===== config.mk =====
export PLATFORM = sky130hd
export DESIGN_NAME = j1_stack
export DESIGN_NICKNAME = d
export VERILOG_FILES = /design/src/rtl/j1_stack.sv
export SDC_FILE = /design/constraint.sdc
export NUM_CORES = 1
export LEC_CHECK = 0
export ABC_CLOCK_PERIOD_IN_PS = 4600
export BUFFER_PORTS_ARGS = -buffer_cell sky130_fd_sc_hd__buf_2
export CAP_MARGIN = 20
export CORE_MARGIN = 2
export CORE_UTILIZATION = 30
export DETAILED_ROUTE_END_ITERATION = 12
export PLACE_DENSITY = 0.46
export RECOVER_POWER = 50
export SETUP_SLACK_MARGIN = 0.1
export SLEW_MARGIN = 40
export SYNTH_ARGS = -nofsm -noshare
export SYNTH_HDL_FRONTEND = slang
export SYNTH_SLANG_ARGS = --single-unit

===== constraint.sdc =====
create_clock -name clk -period 4.6 [get_ports clk]
set_input_delay 0.92 -clock clk [delete_from_list [all_inputs] [get_ports clk]]
set_output_delay 0.92 -clock clk [all_outputs]
set_load 0.02 [all_outputs]

===== src/rtl/j1_stack.sv =====
// Stack unit for J1-family cores: registered TOS over an async-read array,
// signed pointer delta, saturating occupancy count and sticky ovf/unf flags.
module j1_stack #(
    parameter int unsigned width = 16,
    parameter int unsigned depth = 32
) (
    input  logic                     clk,
    input  logic                     reset,
    input  logic                     hold,
    input  logic [1:0]               delta,
    input  logic                     wen,
    input  logic [width-1:0]         tos_d,
    input  logic                     err_clr,
    output logic [width-1:0]         tos,
    output logic [width-1:0]         nos,
    output logic [$clog2(depth)-1:0] sp,
    output logic [$clog2(depth):0]   count,
    output logic                     ovf,
    output logic                     unf
);

    localparam int unsigned PW   = $clog2(depth);
    localparam int unsigned CNTW = PW + 1;
    localparam int unsigned CW   = PW + 2;
    localparam logic signed [CW-1:0] DEPTH_S   = CW'(depth);
    localparam logic [CNTW-1:0]      DEPTH_CNT = CNTW'(depth);

    logic [width-1:0]         mem [depth];
    logic signed [CW-1:0]     delta_x;
    logic signed [CW-1:0]     cnt_sum;
    logic [PW-1:0]            sp_next;
    logic [CNTW-1:0]          count_next;
    logic                     over;
    logic                     under;

    // Delta widened to pw+2 bits so that -2 at count=1 still reads as negative.
    assign delta_x = {{PW{delta[1]}}, delta};
    assign sp_next = sp + delta_x[PW-1:0];
    assign cnt_sum = $signed({1'b0, count}) + delta_x;
    assign over    = cnt_sum > DEPTH_S;
    assign under   = cnt_sum[CW-1];

    always_comb begin
        count_next = cnt_sum[CNTW-1:0];
        if (over) begin
            count_next = DEPTH_CNT;
        end else if (under) begin
            count_next = '0;
        end
    end

    always_ff @(posedge clk or posedge reset) begin
        if (reset) begin
            tos   <= '0;
            sp    <= '0;
            count <= '0;
            ovf   <= 1'b0;
            unf   <= 1'b0;
        end else if (!hold) begin
            tos   <= tos_d;
            sp    <= sp_next;
            count <= count_next;
            // A fresh error beats a simultaneous clear.
            ovf   <= (ovf & ~err_clr) | over;
            unf   <= (unf & ~err_clr) | under;
        end
    end

    // Old TOS spills to the new pointer; a reset at the edge drops the write.
    always_ff @(posedge clk) begin
        if (!hold && wen && !reset) begin
            mem[sp_next] <= tos;
        end
    end

    assign nos = mem[sp];

endmodule

## After elaboration in Yosys (flattened, before gate mapping)

Memory sizes are Yosys's and may differ from the RTL's.
Cells that the tools add are included.

| word-level totals | value |
|---|---|
| bits in writable memories | 512 |
| input bits | 23 |
| bits in registers | 29 |
| memories kept | 1 |
| output and inout bits | 45 |

| cells by class | value |
|---|---|
| bitwise operators | 5 |
| $add $sub $neg | 2 |
| order comparisons | 1 |
| reduce and logical (&&, ||, !) cells | 4 |
| multiplexer cells | 4 |

Memories:

| name | depth | width | rd ports | clocked after Yosys merged registers in | wr ports | line | text |
|---|---|---|---|---|---|---|---|
| mem | 32 | 16 | 1 | 0 | 1 | 28 | `logic [width-1:0] mem [depth];` |

Operators by type and width:

| operator | count |
|---|---|
| $mux 6 | 2 |
| $add 7x2->7 | 1 |
| $gt 7x7->1 const B | 1 |
| $add 5x5->5 | 1 |
| $and 1x1->1 | 2 |
| $logic_and 1x1->1 | 2 |
| $logic_not 1->1 | 2 |
| $mux 1 | 2 |
| $or 1x1->1 | 2 |
| $not 1->1 | 1 |

## Logic depth before layout (Yosys ltp)

Gate-level depths: netlist of the first run.

| logic depth | value |
|---|---|
| word-level depth | 5 |
| mapped depth | 7 |

## Least setup slack after synthesis of the first run

OpenSTA, ideal clock, no wires.

| timing | value |
|---|---|
| path type | input-to-reg |
| from | in delta[0] |
| to | mem mem[22][0] (enable) |
| arrival | 3.060 ns |
| setup time | 0.388 ns |
| cell stages on the path | 7 |
| path slack | 1.151 ns |
| cell sequence | ha_1 -> fa_1 -> a21o_1 -> a21oi_1 -> xnor3_1 -> nand3_1 -> nor2_1 |

| between the ends | value |
|---|---|
| cells in the longest elaborated chain, start to end | 1 |

Ends and longest elaborated chain:

| what | line | text |
|---|---|---|
| start, declared | 10 | `input logic [1:0] delta,` |
| $add 5x5->5 | 38 | `assign sp_next = sp + delta_x[PW-1:0];` |
| end, declared | 28 |  |

Every way passes these cells.

## Worst setup path after layout of the first run

| timing | value |
|---|---|
| from | reg sp[0] |
| to | out nos[6] |

| between the ends | value |
|---|---|
| cells in the longest elaborated chain, start to end | 1 |

Ends and longest elaborated chain:

| what | line | text |
|---|---|---|
| start, declared | 16 | `output logic [$clog2(depth)-1:0] sp,` |
| start signal, assigned | 61 | `sp <= sp_next;` |
| $mem_v2 32x16 | n/a |  |
| end, declared | 15 | `output logic [width-1:0] nos,` |

Every way passes these cells.

==> impl_metrics.csv, run 1 <==
group,metric,value,unit
hold_path,hp-class,"flip-flop to flip-flop",
setup_path,critPathSlowestCell,"dfrtp_4",
setup_path,cp_slowest_stage_delay,0.74,ns
routing,wl_per_cell,26.2,um
floorplanning,io_pins,68,
floorplanning,core,69900,um^2
setup_path,path_class,"flip-flop to primary output",
timing,fin_setup_tns,0,ns
timing,whs,0.496,ns
timing,finalHoldViolations,0,
timing,setup_violations,0,
synthesis,synth_ff_type,"edfxtp_1",
finish,layoutNonFillerInstCount,2041,
synthesis,postSynth.asyncResetShare,0.0536,
setup_path,start_kind,"flip-flop",
cts,cts_tree,"done",
place,place.gp.congestion,0.727,
synthesis,syn_inst,907,
synthesis,seq_area_frac_synth,0.763,
timing,fin_worst_skew,0.0502,ns
hold_path,min-delay-start,"ovf",
cts,clk_latency,0.65,ns
cts,htree_levels,2,
status,status,"complete, but fails checks",
floorplanning,rows,97,
pwr,power.density,570,nW/um^2
finish,syn_to_final_growth,17.3,%
global_route,grtUsageTotal,0.149,
global_route,grt_pass1_vias,10200,
global_route,grt_pass1_wl,77000,um
floorplanning,die_area,72500,um^2
routing,drc,0,
synthesis,synth_edf_count,512,
global_route,antenna_found_initial,6,
synthesis,synth_cell_types,36,
routing,first_pass_iters,5,
status,violations,"capacitance limit, slew limit",
routing,wl,53500,um
global_route,grt_remaining_overflow,0,
pwr,peakVddDrop,433,uV
finish,final_util,0.354,
place,place_inst,1932,
timing,rsz0062_at_grt,"false",
global_route,grt_max_degree,44,
setup_path,crit_path_end_kind,"primary output",
synthesis,synth_nets,942,
synthesis,avgSynthCellArea,23.3,um^2
routing,postRouteAntennaNets,0,
cts,clk_path_buf_depth,3,
finish,drive_above_1_share,0.381,
place,port_buffers,67,
floorplanning,start_util,0.302,
cts,cts_resized,0,
setup_path,critPathLaunch,"sp[0]",
cts,clk_transition_reported_paths,0.06,ns
timing,slew_headroom,-0.216,
pwr,total_power,14.1,mW
timing,finalCriticalPeriod,4.31,ns
setup_path,required,3.68,ns
flow_run,drv_cap,10,
synthesis,ys_ff_latch,541,
finish,n_antenna_cell,0,
place,dp_hpwl,32100,um
setup_path,crit_buf_inv,2,
cts,cts_root_buf,"clkbuf_16",
timing,finalCritPeriodShare,0.936,
finish,nNetsFinal,1089,
timing,final-max-slew-violation-count,325,
cts,cts_hold_buf,0,
routing,drt_iter0_drc,997,
cts,cts_setup_buffers,0,
setup_path,r2r-start,"sp[0]",
timing,tightest_slew,1.82,ns
floorplanning,die_height,269,um
synthesis,netlist_area,21100,um^2
cts,cts.sinks,541,
pwr,p_leak,7.84,nW
routing,viasPerCell,4.80,
setup_path,cp_top_family,"multiplexers",
setup_path,arrival,3.39,ns
routing,vias,9806,
cts,cts_made_buffers,59,
timing,clock.fmax,0.232,GHz
floorplanning,die-width,269,um
setup_path,critPathMaxFanout,18,
synthesis,yosysWarnings,0,
setup_path,crit_path_cell_trace,"buf_4 > mux4_2 > mux4_2 > mux2_2 > buf_2",
setup_path,crit_path_frequent_cell,"mux4_2",
## worst min-delay path, delay by kind of cell, from the launching register on
| kind | cells | cell delay [ns] |
|---|---|---|
| AOI/OAI and AO/OA | 1 | 0.06 |
| DFF | 1 | 0.35 |
| and+or+nand+nor | 1 | 0.05 |
## where the power goes
group          internal (mW)  leakage, nW  switching [mW]
logic                   1.66         2.02            2.21
registers               5.65         4.95           0.215
clock network           2.43        0.869            1.95
total                   9.75         7.84            4.37
## per-stage QoR
step	instance area (um^2)	setup slack, ns
2_1_floorplan	21100	1.15
3_3_place_gp	23000	0.811
3_5_place_dp	23100	0.901
4_1_cts	24800	0.197
5_1_grt	24800	0.153
6_report	24800	0.292
## worst paths after layout
path | to | slack, ns | depth (start not counted)
min in group asynchronous | tos[8] | 1.05 | 3
setup / recovery | nos[6] | 0.29 | 5
hold / removal | ovf | 0.50 | 2
setup reg to reg | mem[22][7] | 1.02 | 9
max in group asynchronous | sp[1] | 2.24 | 3
hold reg to reg | ovf | 0.50 | 2
## registers in the layout, summed over array words and instances (netlist names)
register / count
unf: 1
tos: 16
mem: 512
sp: 5
count: 6
ovf: 1
## cells by family (layout without fill, tap and decap cells)
group,Yosys count,in the layout,share of synthesized area
compound gates,23,23,0.00794
buf+inv,50,244,0.0111
flops,541,541,0.763
fa+ha+maj,12,12,0.00782
xor+xnor,10,10,0.00545
mux,194,194,0.189
simple gates,77,77,0.0164
## area by class of cell
class | count | area, um^2
well taps | 940 | 1180
inverters | 5 | 18.8
multi-input cells | 316 | 4860
fillers | 6560 | 45100
clock inverters | 31 | 236
flip-flops and latches | 541 | 16100
clock buffers | 77 | 1540
repair buffers | 131 | 827
## metal layers
metal / wire length, um / up-vias / global-route usage
met3: 3260 / 55 / 0.0293
li1: - / 4144 / -
met2: 23900 / 271 / 0.221
met4: 828 / 0 / 0.0355
met1: 25500 / 5336 / 0.224
met5: 0 / - / 0
## synthesized netlist by cell type (4+ instances only)
cell,number,area (um^2)
edfxtp_1,512,15400
mux4_2,160,3600
nor2_1,40,150
mux2_2,34,383
dfrtp_1,29,726
clkbuf_1,25,93.8
nand2_1,13,48.8
buf_4,10,75.1
ha_1,10,125
nand3_1,8,40.0
buf_1,7,26.3
inv_1,5,18.8
o21ai_0,5,25.0
o31ai_1,5,37.5
xnor2_1,5,43.8
nor2b_1,4,25.0
nor3b_1,4,30.0
## cells in the final DEF (no fill, tap or decap), types with 3 or more instances in the layout
cell type / n
o31ai_1: 5
inv_1: 5
clkbuf_16: 59
ha_1: 10
buf_12: 6
nor2_1: 8
nand3_1: 8
clkbuf_1: 39
nor2b_1: 4
nor2_2: 32
nand2_1: 13
clkinv_1: 11
buf_4: 43
nand2b_1: 3
mux4_2: 160
o21ai_0: 5
edfxtp_1: 512
nor3b_1: 4
clkinv_2: 12
dfrtp_1: 25
xnor2_1: 5
buf_2: 61
xor2_1: 3
mux2_2: 34
Note: power is estimated with default switching activity, not from simulation.
==> run 2, diff against run 1 <==
--- a/config.mk
+++ b/config.mk
@@ -12,2 +12,3 @@
 export CORE_UTILIZATION = 30
+export CTS_CLUSTER_DIAMETER = 150
 export DETAILED_ROUTE_END_ITERATION = 12
==> constraint.sdc (replaced) <==
create_clock -name clk -period 4.6 [get_ports clk]
set_input_delay 0.23 -clock clk [delete_from_list [all_inputs] [get_ports clk]]
set_output_delay 0.23 -clock clk [all_outputs]
set_load 0.02 [all_outputs]
==> impl_metrics.csv, run 2 (synthesis gave the netlist of run 1 again) <==
group,metric,value,unit
setup_path,arrival,3.80,ns
finish,final_common_cell,"edfxtp_1",
setup_path,critPathMaxFanout,88,
pwr,p_sw_frac,0.311,
routing,postRouteAntennaNets,0,
place,dp_hpwl,31600,um
setup_path,crit_buf_inv,2,
pwr,p_seq_frac,0.420,
timing,setup_violations,0,
timing,tightest_slew,1.90,ns
timing,slew_headroom,-0.265,
setup_path,cp.depth,5,
pwr,p_switching,4.37,mW
routing,vias,9851,
hold_path,hp-class,"primary input to flip-flop",
status,violations,"capacitance limit, slew limit",
floorplanning,rows,97,
place,place.gp.congestion,0.762,
timing,whs,0.0692,ns
place,dpl-instance-area,23000,um^2
setup_path,r2r-start,"sp[1]",
cts,cts_hold_buf,18,
setup_path,r2r_slack,1.02,ns
setup_path,reg2reg_depth,7,
setup_path,crit_path_cell_trace,"buf_12 > mux4_2 > mux4_2 > mux2_2 > buf_2",
flow_run,drv_cap,12,
timing,fin_setup_tns,0,ns
cts,htree_levels,2,
finish,top_register,"mem",
floorplanning,io_pins,68,
setup_path,r2r-end,"mem[20][15]",
pwr,pwr-share-clk,0.309,
setup_path,start_kind,"flip-flop",
finish,syn_to_final_growth,17.9,%
floorplanning,die_area,72500,um^2
floorplanning,core,69900,um^2
routing,drc,0,
hold_path,holdPathStages,3,
timing,final-max-slew-violation-count,407,
setup_path,cp-endpoint,"nos[6]",
setup_path,critPathLaunch,"sp[1]",
pwr,power.density,565,nW/um^2
pwr,peakVddDrop,303,uV
cts,cts_resized,0,
setup_path,required,4.37,ns
floorplanning,start_util,0.302,
routing,wl_met1,25100,um
timing,rsz0062_at_grt,"false",
routing,route.met2.wl,25100,um
status,status,"complete, but fails checks",
routing,drt_iter0_drc,713,
finish,mostFrequentLayoutCells,"edfxtp_1 (512), mux4_2 (160), buf_2 (61)",
routing,wl_per_cell,26.4,um
cts,cts_tree,"done",
routing,viasPerCell,4.81,
finish,drive_above_1_share,0.372,
cts,clk_latency,0.63,ns
setup_path,path_class,"flip-flop to primary output",
global_route,grt_max_degree,89,
timing,finalCriticalPeriod,4.03,ns
setup_path,crit_path_end_kind,"primary output",
timing,fin_worst_skew,0.0224,ns
routing,first_pass_iters,4,
global_route,grt_remaining_overflow,0,
finish,reg.largest.list,"mem x512, tos x16, count x6",
cts,cts_setup_buffers,0,
setup_path,cp_slowest_stage_delay,0.93,ns
cts,cts.sinks,541,
finish,largest_reg_flops,512,
place,port_buffers,67,
setup_path,cp_top_family,"multiplexers",
global_route,grt_pass1_wl,78300,um
global_route,antenna_found_initial,2,
cts,clk_path_buf_depth,3,
finish,final_util,0.356,
floorplanning,die-width,269,um
cts,cts_made_buffers,58,
global_route,grt_pass1_vias,10600,
timing,clock.fmax,0.248,GHz
floorplanning,die_height,269,um
pwr,internal-power,9.70,mW
routing,routed.top_layer,"met4",
finish,fin_area,24900,um^2
routing,dr_wl_met3,2710,um
pwr,p_comb_frac,0.271,
setup_path,crit_path_frequent_cell,"mux4_2",
pwr,p_leak,7.86,nW
cts,cts_root_buf,"clkbuf_16",
setup_path,critPathSlowestCell,"dfrtp_4",
routing,wl,54000,um
timing,finalCritPeriodShare,0.876,
global_route,grtUsageTotal,0.151,
timing,finalHoldViolations,0,
cts,clk_transition_reported_paths,0.07,ns
finish,nNetsFinal,1097,
pwr,total_power,14.1,mW
[run 2: worst min path at each step]
stage,from,endpoint
2_1_floorplan,reset,count[0]
6_report,hold,sp[0]
5_1_grt,hold,count[3]
3_5_place_dp,reset,tos[6]
4_1_cts,delta[0],sp[0]
3_3_place_gp,reset,tos[7]
[run 2: metrics by stage]
stage               std cells  setup WS, ns
floorplan                 907          1.56
global placement         1924         0.915
detailed placement       1924         0.980
CTS                      2047         0.532
global route             2047         0.289
finish                   2048         0.572
[run 2: metal layers]
metal	track usage	up-vias
li1	-	4168
met1	0.214	5362
met2	0.237	239
met3	0.0308	82
met4	0.0377	0
met5	0	-
[run 2: area by class of cell]
| class | count | area (um^2) |
|---|---|---|
| diodes | 1 | 2.50 |
| clock buffers | 71 | 1500 |
| clock inverters | 34 | 265 |
| fillers | 6524 | 45000 |
| inverters | 5 | 18.8 |
| multi-input cells | 316 | 4860 |
| flip-flops and latches | 541 | 16100 |
| well taps | 940 | 1180 |
| repair buffers | 140 | 960 |
[run 2: power by group through the flow]
stage | clock network (mW) | logic, mW | registers, mW
after CTS | 4.48 | 3.90 | 5.92
after floorplan | 0 | 2.46 | 5.94
after detailed placement | 0 | 3.87 | 6.02
after global placement | 0 | 3.87 | 6.02
after global routing | 4.67 | 4.05 | 5.95
final | 4.35 | 3.81 | 5.91
[run 2: tightest hold or removal path, cell delays in order]
cell and delay [ns]:
buf_4 0.26, nand2_1 0.11, nand2_1 0.05
==> run 3, diff against run 2 <==
CELL_PAD_IN_SITES_DETAIL_PLACEMENT = 1   (was unset)
CELL_PAD_IN_SITES_GLOBAL_PLACEMENT = 2   (was unset)
PLACE_DENSITY = 0.54   (was 0.46)
==> impl_metrics.csv, run 3 (synthesis gave the netlist of run 1 again) <==
group,metric,value,unit
status,status,"complete, but fails checks",
status,violations,"capacitance limit, slew limit",
global_route,grt_pass1_vias,10800,
setup_path,critPathSlowestCell,"dfrtp_4",
pwr,total_power,14.5,mW
global_route,grtUsageTotal,0.152,
setup_path,required,4.37,ns
routing,drc,0,
finish,reg.largest.list,"mem x512, tos x16, count x6",
setup_path,cp_slowest_stage_delay,0.76,ns
finish,mostFrequentLayoutCells,"edfxtp_1 (512), mux4_2 (160), clkbuf_16 (59), buf_2 (59), buf_4 (37)",
cts,cts.sinks,541,
setup_path,crit_buf_inv,2,
timing,rsz0062_at_grt,"false",
routing,drt_iter0_drc,860,
pwr,peakVddDrop,392,uV
finish,final_common_cell,"edfxtp_1",
global_route,antenna_found_initial,2,
finish,drive_above_1_share,0.372,
timing,fin_worst_skew,0.0431,ns
finish,n_antenna_cell,0,
routing,first_pass_iters,4,
cts,cts_made_buffers,58,
routing,wl_per_cell,26.8,um
global_route,grt_pass1_wl,79600,um
pwr,power.density,578,nW/um^2
cts,cts_root_buf,"clkbuf_16",
cts,clk_path_buf_depth,3,
cts,clk_latency,0.64,ns
floorplanning,core,69900,um^2
timing,setup_ws,0.834,ns
cts,cts_setup_buffers,0,
place,place_ws,1.42,ns
setup_path,path_class,"flip-flop to primary output",
floorplanning,io_pins,68,
floorplanning,rows,97,
finish,layoutNonFillerInstCount,2047,
setup_path,crit_path_frequent_cell,"mux4_2",
routing,vias,9923,
cts,cts_tree,"done",
cts,clk_transition_reported_paths,0.06,ns
timing,finalCriticalPeriod,3.77,ns
timing,final-max-slew-violation-count,338,
place,port_buffers,67,
timing,clock.fmax,0.266,GHz
timing,setup_violations,0,
floorplanning,start_util,0.302,
timing,finalHoldViolations,0,
setup_path,crit_path_cell_trace,"buf_12 > mux4_2 > mux4_2 > mux2_2 > buf_2",
timing,whs,0.0762,ns
routing,wl,54800,um
setup_path,crit_path_end_kind,"primary output",
place,place_inst,1919,
global_route,grt_remaining_overflow,0,
setup_path,start_kind,"flip-flop",
finish,fin_area,25000,um^2
timing,finalCritPeriodShare,0.819,
floorplanning,die_height,269,um
finish,syn_to_final_growth,18.5,%
routing,viasPerCell,4.85,
finish,nNetsFinal,1093,
floorplanning,die_area,72500,um^2
place,dpl-instance-area,22900,um^2
flow_run,drv_cap,10,
setup_path,cp_top_family,"multiplexers",
finish,top_register,"mem",
pwr,p_leak,7.93,nW
hold_path,hp-class,"primary input to flip-flop",
cts,htree_levels,2,
place,dp_hpwl,31100,um
place,place.gp.congestion,0.683,
timing,slew_headroom,-0.279,
setup_path,arrival,3.54,ns
finish,final_util,0.358,
timing,fin_setup_tns,0,ns
global_route,grt_max_degree,104,
timing,tightest_slew,1.92,ns
setup_path,critPathMaxFanout,103,
routing,postRouteAntennaNets,0,
floorplanning,die-width,269,um
finish,largest_reg_flops,512,
run 3: cell count changes in the layout (fill, tap and decap cells not counted), moves of 2 or more:
cell / before / now
buf_12: 7 / 2
buf_2: 61 / 59
clkinv_8: 2 / 0
bufinv_16: 2 / 9
clkinv_1: 14 / 18
buf_4: 35 / 37
clkbuf_1: 32 / 28
clkinv_4: 2 / 0
run 3: routing by layer:
layer / GRT usage / part of all wire
met5: 0 / 0
met4: 0.0368 / 0.015
met2: 0.238 / 0.47
met1: 0.218 / 0.46
met3: 0.0325 / 0.057
run 3: final timing paths:
path	from	to	slack [ns]	depth (start not counted)
setup / recovery	sp[1]	nos[3]	0.83	5
hold / removal	hold	count[4]	0.08	3
setup reg to reg	sp[1]	mem[23][7]	1.41	7
hold reg to reg	unf	unf	0.50	2
max in group asynchronous	reset	sp[0]	2.47	4
min in group asynchronous	reset	tos[9]	0.88	4
run 3: what timing repair did:
item	4_1_cts	5_1_grt
hold buffers	18	0
gates resized for setup	0	0
hold endpoints to repair	47	0
run 3: where the power goes:
| group | leakage, nW | total (mW) | switching, mW | internal (mW) |
|---|---|---|---|---|
| combinational | 2.03 | 3.77 | 2.15 | 1.62 |
| clock | 0.954 | 4.81 | 1.96 | 2.85 |
| sequential | 4.95 | 5.88 | 0.232 | 5.65 |
run 3: cell type report:
cell class | count | area [um^2]
clock inverter | 41 | 453
tap | 940 | 1180
multi-input combinational | 316 | 4860
fill | 6826 | 44900
sequential | 541 | 16100
inverter | 5 | 18.8
clock buffer | 68 | 1510
timing repair buffer | 136 | 892
run 3: worst reg2reg max path, stage by stage, from the launching register on:
cell and delay [ns]:
dfrtp_4 0.69, fa_1 0.51, a21o_1 0.19, a21oi_1 0.30
xnor3_1 0.28, nand3_1 0.28, nor2_2 0.20, buf_4 0.37
